**config.mk**
```make
export PLATFORM = sky130hd
export DESIGN_NAME = wb_dest_pipe
export DESIGN_NICKNAME = d
export VERILOG_FILES = /design/src/rtl/wb_dest_pipe_pkg.sv /design/src/rtl/wb_fwd_lookup.sv /design/src/rtl/wb_dest_pipe.sv
export SDC_FILE = /design/constraint.sdc
export NUM_CORES = 1
export LEC_CHECK = 0
export BUFFER_PORTS_ARGS = -buffer_cell sky130_fd_sc_hd__buf_2
export CORE_ASPECT_RATIO = 1.2
export CORE_UTILIZATION = 43
export DETAILED_ROUTE_END_ITERATION = 8
export PLACE_DENSITY = 0.78
export REMOVE_ABC_BUFFERS = 1
export SETUP_SLACK_MARGIN = 0.05
export SYNTH_ARGS = -nofsm -noshare
export SYNTH_HDL_FRONTEND = slang
export SYNTH_SLANG_ARGS = --single-unit
```
**constraint.sdc**
```tcl
create_clock -name i_clk -period 0.8 [get_ports i_clk]
set_input_delay 0.08 -clock i_clk [delete_from_list [all_inputs] [get_ports i_clk]]
set_output_delay 0.08 -clock i_clk [all_outputs]
set_load 0.02 [all_outputs]
```
**src/rtl/wb_dest_pipe_pkg.sv**
```systemverilog
// Shared constants for the writeback destination stage: destination modes,
// entry field layout and default link parameters.
package wb_dest_pipe_pkg;

    localparam logic [1:0] DST_RT   = 2'b00;
    localparam logic [1:0] DST_RD   = 2'b01;
    localparam logic [1:0] DST_LINK = 2'b10;
    localparam logic [1:0] DST_NONE = 2'b11;

    localparam int unsigned REGS_DEF      = 5;
    localparam int unsigned NB_DATA_DEF   = 32;
    localparam int unsigned LINK_REG_DEF  = 31;
    localparam int unsigned PC_OFFSET_DEF = 8;

    // Entry record, MSB first: valid, wen, addr, data. Modules declare the
    // packed struct locally in this order so widths follow their parameters.
    localparam int unsigned ENTRY_FIELDS = 4;

endpackage

```
**src/rtl/wb_fwd_lookup.sv**
```systemverilog
// Priority search of the in-flight entries for one register query;
// entry 0 is the youngest and wins over older matches.
module wb_fwd_lookup #(
    parameter int unsigned STAGES  = 2,
    parameter int unsigned REGS    = 5,
    parameter int unsigned NB_DATA = 32
) (
    input  logic [REGS-1:0]                  i_q,
    input  logic [STAGES-1:0]                i_wen,
    input  logic [STAGES-1:0][REGS-1:0]      i_addr,
    input  logic [STAGES-1:0][NB_DATA-1:0]   i_data,
    output logic                             o_hit,
    output logic [NB_DATA-1:0]               o_data
);

    // Walk oldest to youngest so the youngest match overwrites the result.
    always_comb begin
        o_hit  = 1'b0;
        o_data = '0;
        for (int k = STAGES - 1; k >= 0; k--) begin
            if (i_wen[k] && (i_addr[k] == i_q) && (i_q != '0)) begin
                o_hit  = 1'b1;
                o_data = i_data[k];
            end
        end
    end

endmodule

```
**src/rtl/wb_dest_pipe.sv**
```systemverilog
// Writeback destination/data pipe with stall, flush-as-bubble and an
// optional forwarding lookup enabled by WB_DEST_FWD_EN.
module wb_dest_pipe
    import wb_dest_pipe_pkg::*;
#(
    parameter int unsigned REGS      = REGS_DEF,
    parameter int unsigned NB_DATA   = NB_DATA_DEF,
    parameter int unsigned LINK_REG  = LINK_REG_DEF,
    parameter int unsigned PC_OFFSET = PC_OFFSET_DEF,
    parameter int unsigned STAGES    = 2
) (
    input  logic               i_clk,
    input  logic               i_reset_n,
    input  logic               i_valid,
    input  logic               i_stall,
    input  logic               i_flush,
    input  logic [1:0]         i_dst_mode,
    input  logic [REGS-1:0]    i_rt,
    input  logic [REGS-1:0]    i_rd,
    input  logic               i_reg_write,
    input  logic               i_mem_to_reg,
    input  logic [NB_DATA-1:0] i_alu_result,
    input  logic [NB_DATA-1:0] i_mem_data,
    input  logic [NB_DATA-1:0] i_pc,
    input  logic [REGS-1:0]    i_rs_q,
    input  logic [REGS-1:0]    i_rt_q,
    output logic               o_wb_en,
    output logic [REGS-1:0]    o_wb_addr,
    output logic [NB_DATA-1:0] o_wb_data,
    output logic               o_fwd_a_hit,
    output logic [NB_DATA-1:0] o_fwd_a_data,
    output logic               o_fwd_b_hit,
    output logic [NB_DATA-1:0] o_fwd_b_data
);

    typedef struct packed {
        logic               valid;
        logic               wen;
        logic [REGS-1:0]    addr;
        logic [NB_DATA-1:0] data;
    } entry_t;

    entry_t [STAGES-1:0] ent_q;
    entry_t              ent_d;

    always_comb begin
        ent_d       = '0;
        ent_d.valid = i_valid;
        case (i_dst_mode)
            DST_RT:   ent_d.addr = i_rt;
            DST_RD:   ent_d.addr = i_rd;
            DST_LINK: ent_d.addr = REGS'(LINK_REG);
            default:  ent_d.addr = '0;
        endcase
        if (i_dst_mode == DST_LINK)
            ent_d.data = i_pc + NB_DATA'(PC_OFFSET);
        else
            ent_d.data = i_mem_to_reg ? i_mem_data : i_alu_result;
        // $0 is hardwired, so a write to it is never requested.
        ent_d.wen = i_valid & i_reg_write & (i_dst_mode != DST_NONE) & (ent_d.addr != '0);
    end

    always_ff @(posedge i_clk or negedge i_reset_n) begin
        if (!i_reset_n) begin
            ent_q <= '0;
        end else if (!i_stall) begin
            ent_q[0] <= i_flush ? entry_t'('0) : ent_d;
            for (int k = 1; k < STAGES; k++)
                ent_q[k] <= ent_q[k-1];
        end
    end

    assign o_wb_en   = ent_q[STAGES-1].wen & ent_q[STAGES-1].valid;
    assign o_wb_addr = ent_q[STAGES-1].addr;
    assign o_wb_data = ent_q[STAGES-1].data;

`ifdef WB_DEST_FWD_EN
    logic [STAGES-1:0]              fwd_wen;
    logic [STAGES-1:0][REGS-1:0]    fwd_addr;
    logic [STAGES-1:0][NB_DATA-1:0] fwd_data;

    for (genvar k = 0; k < STAGES; k++) begin : g_fwd_vec
        assign fwd_wen[k]  = ent_q[k].wen & ent_q[k].valid;
        assign fwd_addr[k] = ent_q[k].addr;
        assign fwd_data[k] = ent_q[k].data;
    end

    wb_fwd_lookup #(.STAGES(STAGES), .REGS(REGS), .NB_DATA(NB_DATA)) u_fwd_a (
        .i_q    (i_rs_q),
        .i_wen  (fwd_wen),
        .i_addr (fwd_addr),
        .i_data (fwd_data),
        .o_hit  (o_fwd_a_hit),
        .o_data (o_fwd_a_data)
    );

    wb_fwd_lookup #(.STAGES(STAGES), .REGS(REGS), .NB_DATA(NB_DATA)) u_fwd_b (
        .i_q    (i_rt_q),
        .i_wen  (fwd_wen),
        .i_addr (fwd_addr),
        .i_data (fwd_data),
        .o_hit  (o_fwd_b_hit),
        .o_data (o_fwd_b_data)
    );
`else
    logic unused_fwd_q;
    assign unused_fwd_q = ^{i_rs_q, i_rt_q};

    assign o_fwd_a_hit  = 1'b0;
    assign o_fwd_a_data = '0;
    assign o_fwd_b_hit  = 1'b0;
    assign o_fwd_b_data = '0;
`endif

endmodule

```
### After elaboration in Yosys (flattened, before gate mapping)

Cells that the tools add are included.

* word-level logic and storage cells: 22
* RAM bits: 0
* memories: 0
* bits in latches: 0
* bits in registers: 78
* ROM bits: 0

* reduce and logical (&&, ||, !) cells: 2
* add/sub/neg operators: 1
* mux-type cells: 4
* multiply operators: 0
* eq/ne operators: 3
* divide/modulo/power cells: 0
* order comparisons: 0
* bitwise logic cells: 4
* shift-type cells: 0

Operators with widths (count)
* 2-to-1 mux 32 bit: 2
* 2-to-1 mux 39 bit: 1
* adder 32 x 4 -> 32 bit (second input constant): 1
* one-hot mux 5 bit (3 select lines): 1
* nonzero test 5 bit: 1
* AND 1 bit: 4
* equality test 2 x 1 -> 1 bit (second input constant): 1
* equality test 2 bit (second input constant): 1
* zero test 2 bit: 1
* inequality test 2 bit (second input constant): 1

### Longest topological paths before layout

Gate-level depths: netlist of run 1.

* depth in word-level cells: 5
* gate-level depth with buffers: 7
* mapped depth without buffers: 6

### Worst setup path after synthesis of run 1

No wires, ideal clock.

* path kind: input to register
* start: input i_pc[3]
* end: register ent_q[31] (netlist name)
* data arrival time: 1.441 ns
* path buffers: 0
* path slack: -0.767 ns
* required time: 0.674 ns
* library setup time: 0.126 ns
* cell stages on the path: 6
* path through: ha_1 -> and2_0 -> nand4_1 -> nor4_1 -> xor2_1 -> a221o_1

* word-level cells in the longest chain between the ends: 3

RTL lines
* start: declaration: RTL line wb_dest_pipe.sv:24 `input logic [NB_DATA-1:0] i_pc,`
* adder 32 x 4 -> 32 bit: RTL line wb_dest_pipe.sv:56 `ent_d.data = i_pc + NB_DATA'(PC_OFFSET);`
* 2-to-1 mux 32 bit: RTL line wb_dest_pipe.sv:55 `if (i_dst_mode == DST_LINK)`
* 2-to-1 mux 39 bit: RTL line wb_dest_pipe.sv:67 `ent_q[0] <= i_flush ? entry_t'('0) : ent_d;`
* end signal: indexed assignment: RTL line wb_dest_pipe.sv:69 `ent_q[k] <= ent_q[k-1];`
* end: declaration: RTL line wb_dest_pipe.sv:43 `entry_t [STAGES-1:0] ent_q;`

Every way passes these cells.
A chain may end at the register's enable or synchronous reset.

### Final worst setup path of run 1

* start: input i_pc[6]
* end: register ent_q[26] (netlist name)

The elaborated chain is that of the path after synthesis.

==> results of run 1 <==
[power breakdown]
part / leakage, nW / switching [W] / internal, W
Combinational: 2.54 / 0.00173 / 0.00177
Clock: 0.161 / 0.00156 / 0.00304
Sequential: 1.02 / 0.000313 / 0.00440
[state kept, by name, summed over array words and instances, names as in the netlist]
register	count
ent_q	41
o_wb_addr	5
o_wb_data	32
[layer usage]
layer | routed length, um | global-route usage [%] | vias to the layer above
met5 | 0 | 0 | -
met4 | 810 | 12.8 | 0
met3 | 1360 | 6.34 | 79
met2 | 7950 | 43.8 | 315
met1 | 5850 | 28.3 | 2175
li1 | - | - | 2021
[through the flow]
step | total power [W] | cells
after global placement | 0.00722 | 821
final | 0.0128 | 870
after global routing | 0.0133 | 870
after floorplan | 0.00598 | 444
after CTS | 0.0126 | 857
after detailed placement | 0.00732 | 821
[layout by cell type (no fill, tap or decap), drive strengths merged, types with 2 or more instances in the layout]
cell         instances
clkbuf              12
inv                  4
bufinv               3
a21oi               22
a221o                3
nand2               50
a31oi                3
nor2b                2
buf                254
o31a                 3
nand2b               5
o221ai               7
a22o                 8
o31ai                5
dlygate4sd3          2
conb                66
o21ai               24
and4                 7
nor2                25
nand4                9
xor2                 4
mux2i               31
or4                  4
or3                  2
dfrtp               78
xnor2               13
nor4                 7
and2                 3
nand3                9
mux2                41
[repair_timing]
action | in CTS | in global routing
pin swaps | 44 | 50
hold buffers | 2 | 0
setup endpoints to repair | 103 | 110
endpoints found under the hold margin | 79 | 0
buffers inserted | 24 | 20
gates resized for setup | 177 | 77
[Yosys cell counts, drive strengths merged, types with 8 or more instances]
cell      n  area [um^2]
buf     106          788
dfrtp    78         1950
nand2    50          188
mux2     41          462
mux2i    31          310
nor2     25         93.8
o21ai    24          120
a21oi    22          110
clkbuf   22         82.6
xnor2    13          114
nand3     9         45.0
nand4     9         62.6
a22o      8         70.1
[logic make-up (layout without fill, tap and decap cells)]
group / after synthesis / in the layout
AOI/OAI and AO/OA: 81 / 81
adders and majority gates: 1 / 1
other: 1 / 66
muxes: 72 / 72
buffers and inverters: 132 / 276
DFF: 78 / 78
xor gates and xnor gates: 17 / 17
and+or+nand+nor: 125 / 125
[layout make-up]
type / count / area share [%]
tap: 154 / 2.62
clock inverter: 4 / 1.29
timing repair buffer: 256 / 28.9
multi-input combinational: 362 / 37.2
clock buffer: 12 / 3.22
inverter: 4 / 0.204
sequential: 78 / 26.6
[worst paths after layout]
path / from / end / depth (start not counted)
setup / recovery: i_pc[6] / ent_q[26] / 7
hold / removal: i_valid / ent_q[37] / 3
hold reg to reg: ent_q[8] / ent_q[8] / 2
max in group asynchronous: i_reset_n / ent_q[9] / 3
min in group asynchronous: i_reset_n / ent_q[76] / 2
setup reg to reg: o_wb_data[27] / o_wb_data[27] / 2
[critical path: stages]
cell and delay, ps:
buf_6 70, nand4_1 170, buf_4 180, or3_4 330
or4_1 410, a31oi_1 210, a21o_1 120
==> flow_summary.ini, run 1 <==
[clocking]
cts-root-buf = clkbuf_16
worstSkewPairLatency_ps = 340
numCtsBuffers = 9
cts_tree = yes
cts-htree-levels = 3
clk_path_buf_depth = 2
cts.sinks = 78
clkSlewWorstSetupHoldPaths_ps = 60

[drt]
vias = 4590
via_per_inst = 5.28
drt_iter0_markers = 283
wl_mm = 16.0
drc = 0
wire_per_inst_um = 18.3
drtAntennaViolNets = 0
drtPass1Iterations = 5

[synthesis]
synth-main-ff-cell = dfrtp_1
yosysSeqAreaShare_pct = 39.6
synth.distinct_cells = 43
synth_warnings = 0
netlist_area_um2 = 4920
synth.area.mux_share_pct = 15.7
synth-simple-area-share_pct = 12.7
postSynthCellCount = 507
synthAdderAreaFrac_pct = 0.254
syn_avg_cell_area_um2 = 9.71
yosys.area_share.xor_xnor_pct = 3.02
synth-seq-cells = 78
synth-compound-area-share_pct = 10.7
synthArstFlopShare_pct = 100
synth_top_family_by_area = buffers and inverters
synth-edff-count = 0

[global_routing]
overflow = 0
grt_pass1_vias = 4478
grt_max_degree = 32
grt.total_usage_pct = 25.2
grt_pass1_wl_mm = 22.8
antenna_found_initial = 0

[placed_design]
hpwlAfterDp_mm = 10.1
port_buffers = 152
gp_congestion = 0.860
placed_area_um2 = 5850
dp_worst_setup_slack_ps = -993

[critical_path]
crit_required_ps = 1080
regToRegSetupSlack_ps = -110
start_kind = primary input
worstSetupPathType = primary input to flop
crit_fanout = 3
crit_path_end_kind = flop
worstPathArrival_ps = 1590

[sta]
whs_ps = 6.90
max_freq_ghz = 0.766
final_hold_viol_count = 0
finalCritPeriodShare_pct = 163
setup_violations = 72
setup_tns_ps = -13990
period_minus_slack_ps = 1310
drv_slew = 0
setup_ws_ps = -506
skew_ps = 5.58
rsz0062_at_grt = yes

[floorplanning]
die_w_um = 99.7
start_util_pct = 44.4
fp.dieArea_um2 = 11900
ios = 229
core-area_um2 = 11100
row_count = 42
die_h_um = 119

[layout]
postLayoutCoreUtil_pct = 66.3
nFillCells = 782
stdcell_area_um2 = 7350
multi_input_area_um2 = 2730
seqCellArea_um2 = 1950
antenna_cells = 0
drive_above_1_share_pct = 50.1
area_growth_pct = 49.2
nets = 837

[pwr]
ir_worst_vdd_v = 0.00140
power-per-cell-area_nw_per_um2 = 1740
leakage_nw = 3.72

[worst_hold_path]
min-delay-path-class = primary input to flop

[status]
violations = negative setup slack
status = finished with violations

[run]
cap_violations = 0
Note: power is estimated with default switching activity, not from simulation.
==> run 2: changes to the inputs <==
Settings changed: CORE_UTILIZATION 43 to 48, PLACE_DENSITY 0.78 to 0.82.
Clock period 0.8 ns to 1.45 ns, I/O delays scaled along.
==> flow_summary.ini, run 2 (synthesis results as in run 1) <==
[status]
status = complete, no violations

[clocking]
cts_tree = yes
clk_path_buf_depth = 2
numCtsBuffers = 9
cts-root-buf = clkbuf_16
worstSkewPairLatency_ps = 330
clkSlewWorstSetupHoldPaths_ps = 60
cts-htree-levels = 3
cts.sinks = 78

[floorplanning]
fp.dieArea_um2 = 10700
core-area_um2 = 10000
die_w_um = 94.5
row_count = 40
die_h_um = 113
start_util_pct = 49.2
ios = 229

[sta]
finalCritPeriodShare_pct = 93.4
rsz0062_at_grt = yes
skew_ps = 2.87
setup_violations = 0
max_freq_ghz = 0.738
setup_ws_ps = 95.5
period_minus_slack_ps = 1350
drv_slew = 0
final_hold_viol_count = 0

[critical_path]
start_kind = primary input
crit_path_end_kind = flop
worstSetupPathType = primary input to flop
cpPeakStageDelay_ps = 330
crit_fanout = 4
worstPathArrival_ps = 1570
regToRegSetupSlack_ps = 580
crit_required_ps = 1670
slowest_stage = a221o_1
crit_chain = buf_2 > ha_1 > and2_2 > nand4_1 > buf_4 > nor4_2 > xor2_1 > a221o_1

[layout]
largest_register_ffs = 41
area_growth_pct = 23.2
antenna_cells = 0
nets = 783
final_common_cell = buf_2
nFillCells = 870
drive_above_1_share_pct = 40.6
top_register = ent_q
layout_common_cells = buf_2 (145), dfrtp_1 (78), conb_1 (66), nand2_1 (50), buf_4 (48)

[drt]
drtAntennaViolNets = 0
wl_mm = 12.7
drtPass1Iterations = 4
via_per_inst = 5.26
drc = 0
vias = 4141
drt_iter0_markers = 322
wire_per_inst_um = 16.1

[global_routing]
grt_pass1_wl_mm = 19.9
grt_pass1_vias = 4061
overflow = 0
antenna_found_initial = 1
grt_max_degree = 64
grt.total_usage_pct = 24.7

[placed_design]
gp_congestion = 0.877
dp_worst_setup_slack_ps = -364
hpwlAfterDp_mm = 9.65
port_buffers = 152

[pwr]
ir_worst_vdd_v = 0.000613
power-per-cell-area_nw_per_um2 = 1080
leakage_nw = 3.14
power_w = 0.00658

[run]
cap_violations = 0

[worst_hold_path]
min-delay-path-class = primary input to flop
run 2: cell count changes in the layout (fill, tap and decap cells not counted), sizes merged:
cell / previous run / this run
buf: 254 / 201
clkbuf: 12 / 13
clkinv: 1 / 0
dlygate4sd3: 2 / 1
run 2: worst paths after layout:
kind,from,endpoint,depth (start not counted)
max in group asynchronous,i_reset_n,o_wb_data[1],3
min in group asynchronous,i_reset_n,o_wb_data[2],2
hold reg to reg,ent_q[29],ent_q[29],2
hold / removal,i_reg_write,ent_q[37],3
setup reg to reg,ent_q[31],ent_q[31],1
setup / recovery,i_pc[4],ent_q[31],8
run 2: timing repair:
| item | 4_1_cts | 5_1_grt |
|---|---|---|
| buffers inserted | 0 | 2 |
| resized for setup | 4 | 11 |
| hold endpoints to repair | 28 | 0 |
| setup endpoints to repair | 4 | 7 |
| pin swaps | 0 | 4 |
| hold buffers | 1 | 0 |
run 2: critical path, delay by kind of cell:
family                   cells  cell delay (ps)
adder cells (fa/ha/maj)      1              160
AND/OR/NAND/NOR              3              530
buffers and inverters        2              280
XOR/XNOR                     1              120
AO/OA/AOI/OAI                1              330
run 2: routing by layer:
layer	global-route usage, %	share of wire [%]
met1	27.7	37
met2	43.5	52
met3	6.18	7.4
met4	11.4	3.4
met5	0	0.10
run 2: per-stage QoR:
stage	std cells	util [%]	hold slack [ps]	area [um^2]	setup TNS, ps
detailed placement	770	56.3	109	5630	-4180
CTS	787	60.0	84.0	6010	0
global route	788	60.6	85.4	6070	-10.1
global placement	770	56.3	101	5630	-3540
finish	788	60.6	94.7	6070	0
floorplan	444	-	-151	4300	-1950
run 2: layout make-up:
type                    count  area [um^2]  area share [%]
flip-flops and latches     78         1950            32.2
inverters                   4         15.0           0.247
clock inverters             3         90.1            1.48
clock buffers              13          260            4.29
repair buffers            202         1220            20.1
well taps                 126          158            2.60
multi-input cells         362         2370            39.1
run 2: report_power, final:
part	internal, W	total (W)	switching, W
sequential	0.00242	0.00255	0.000123
combinational	0.000579	0.00141	0.000834
clock	0.00178	0.00263	0.000849
total	0.00478	0.00658	0.00180
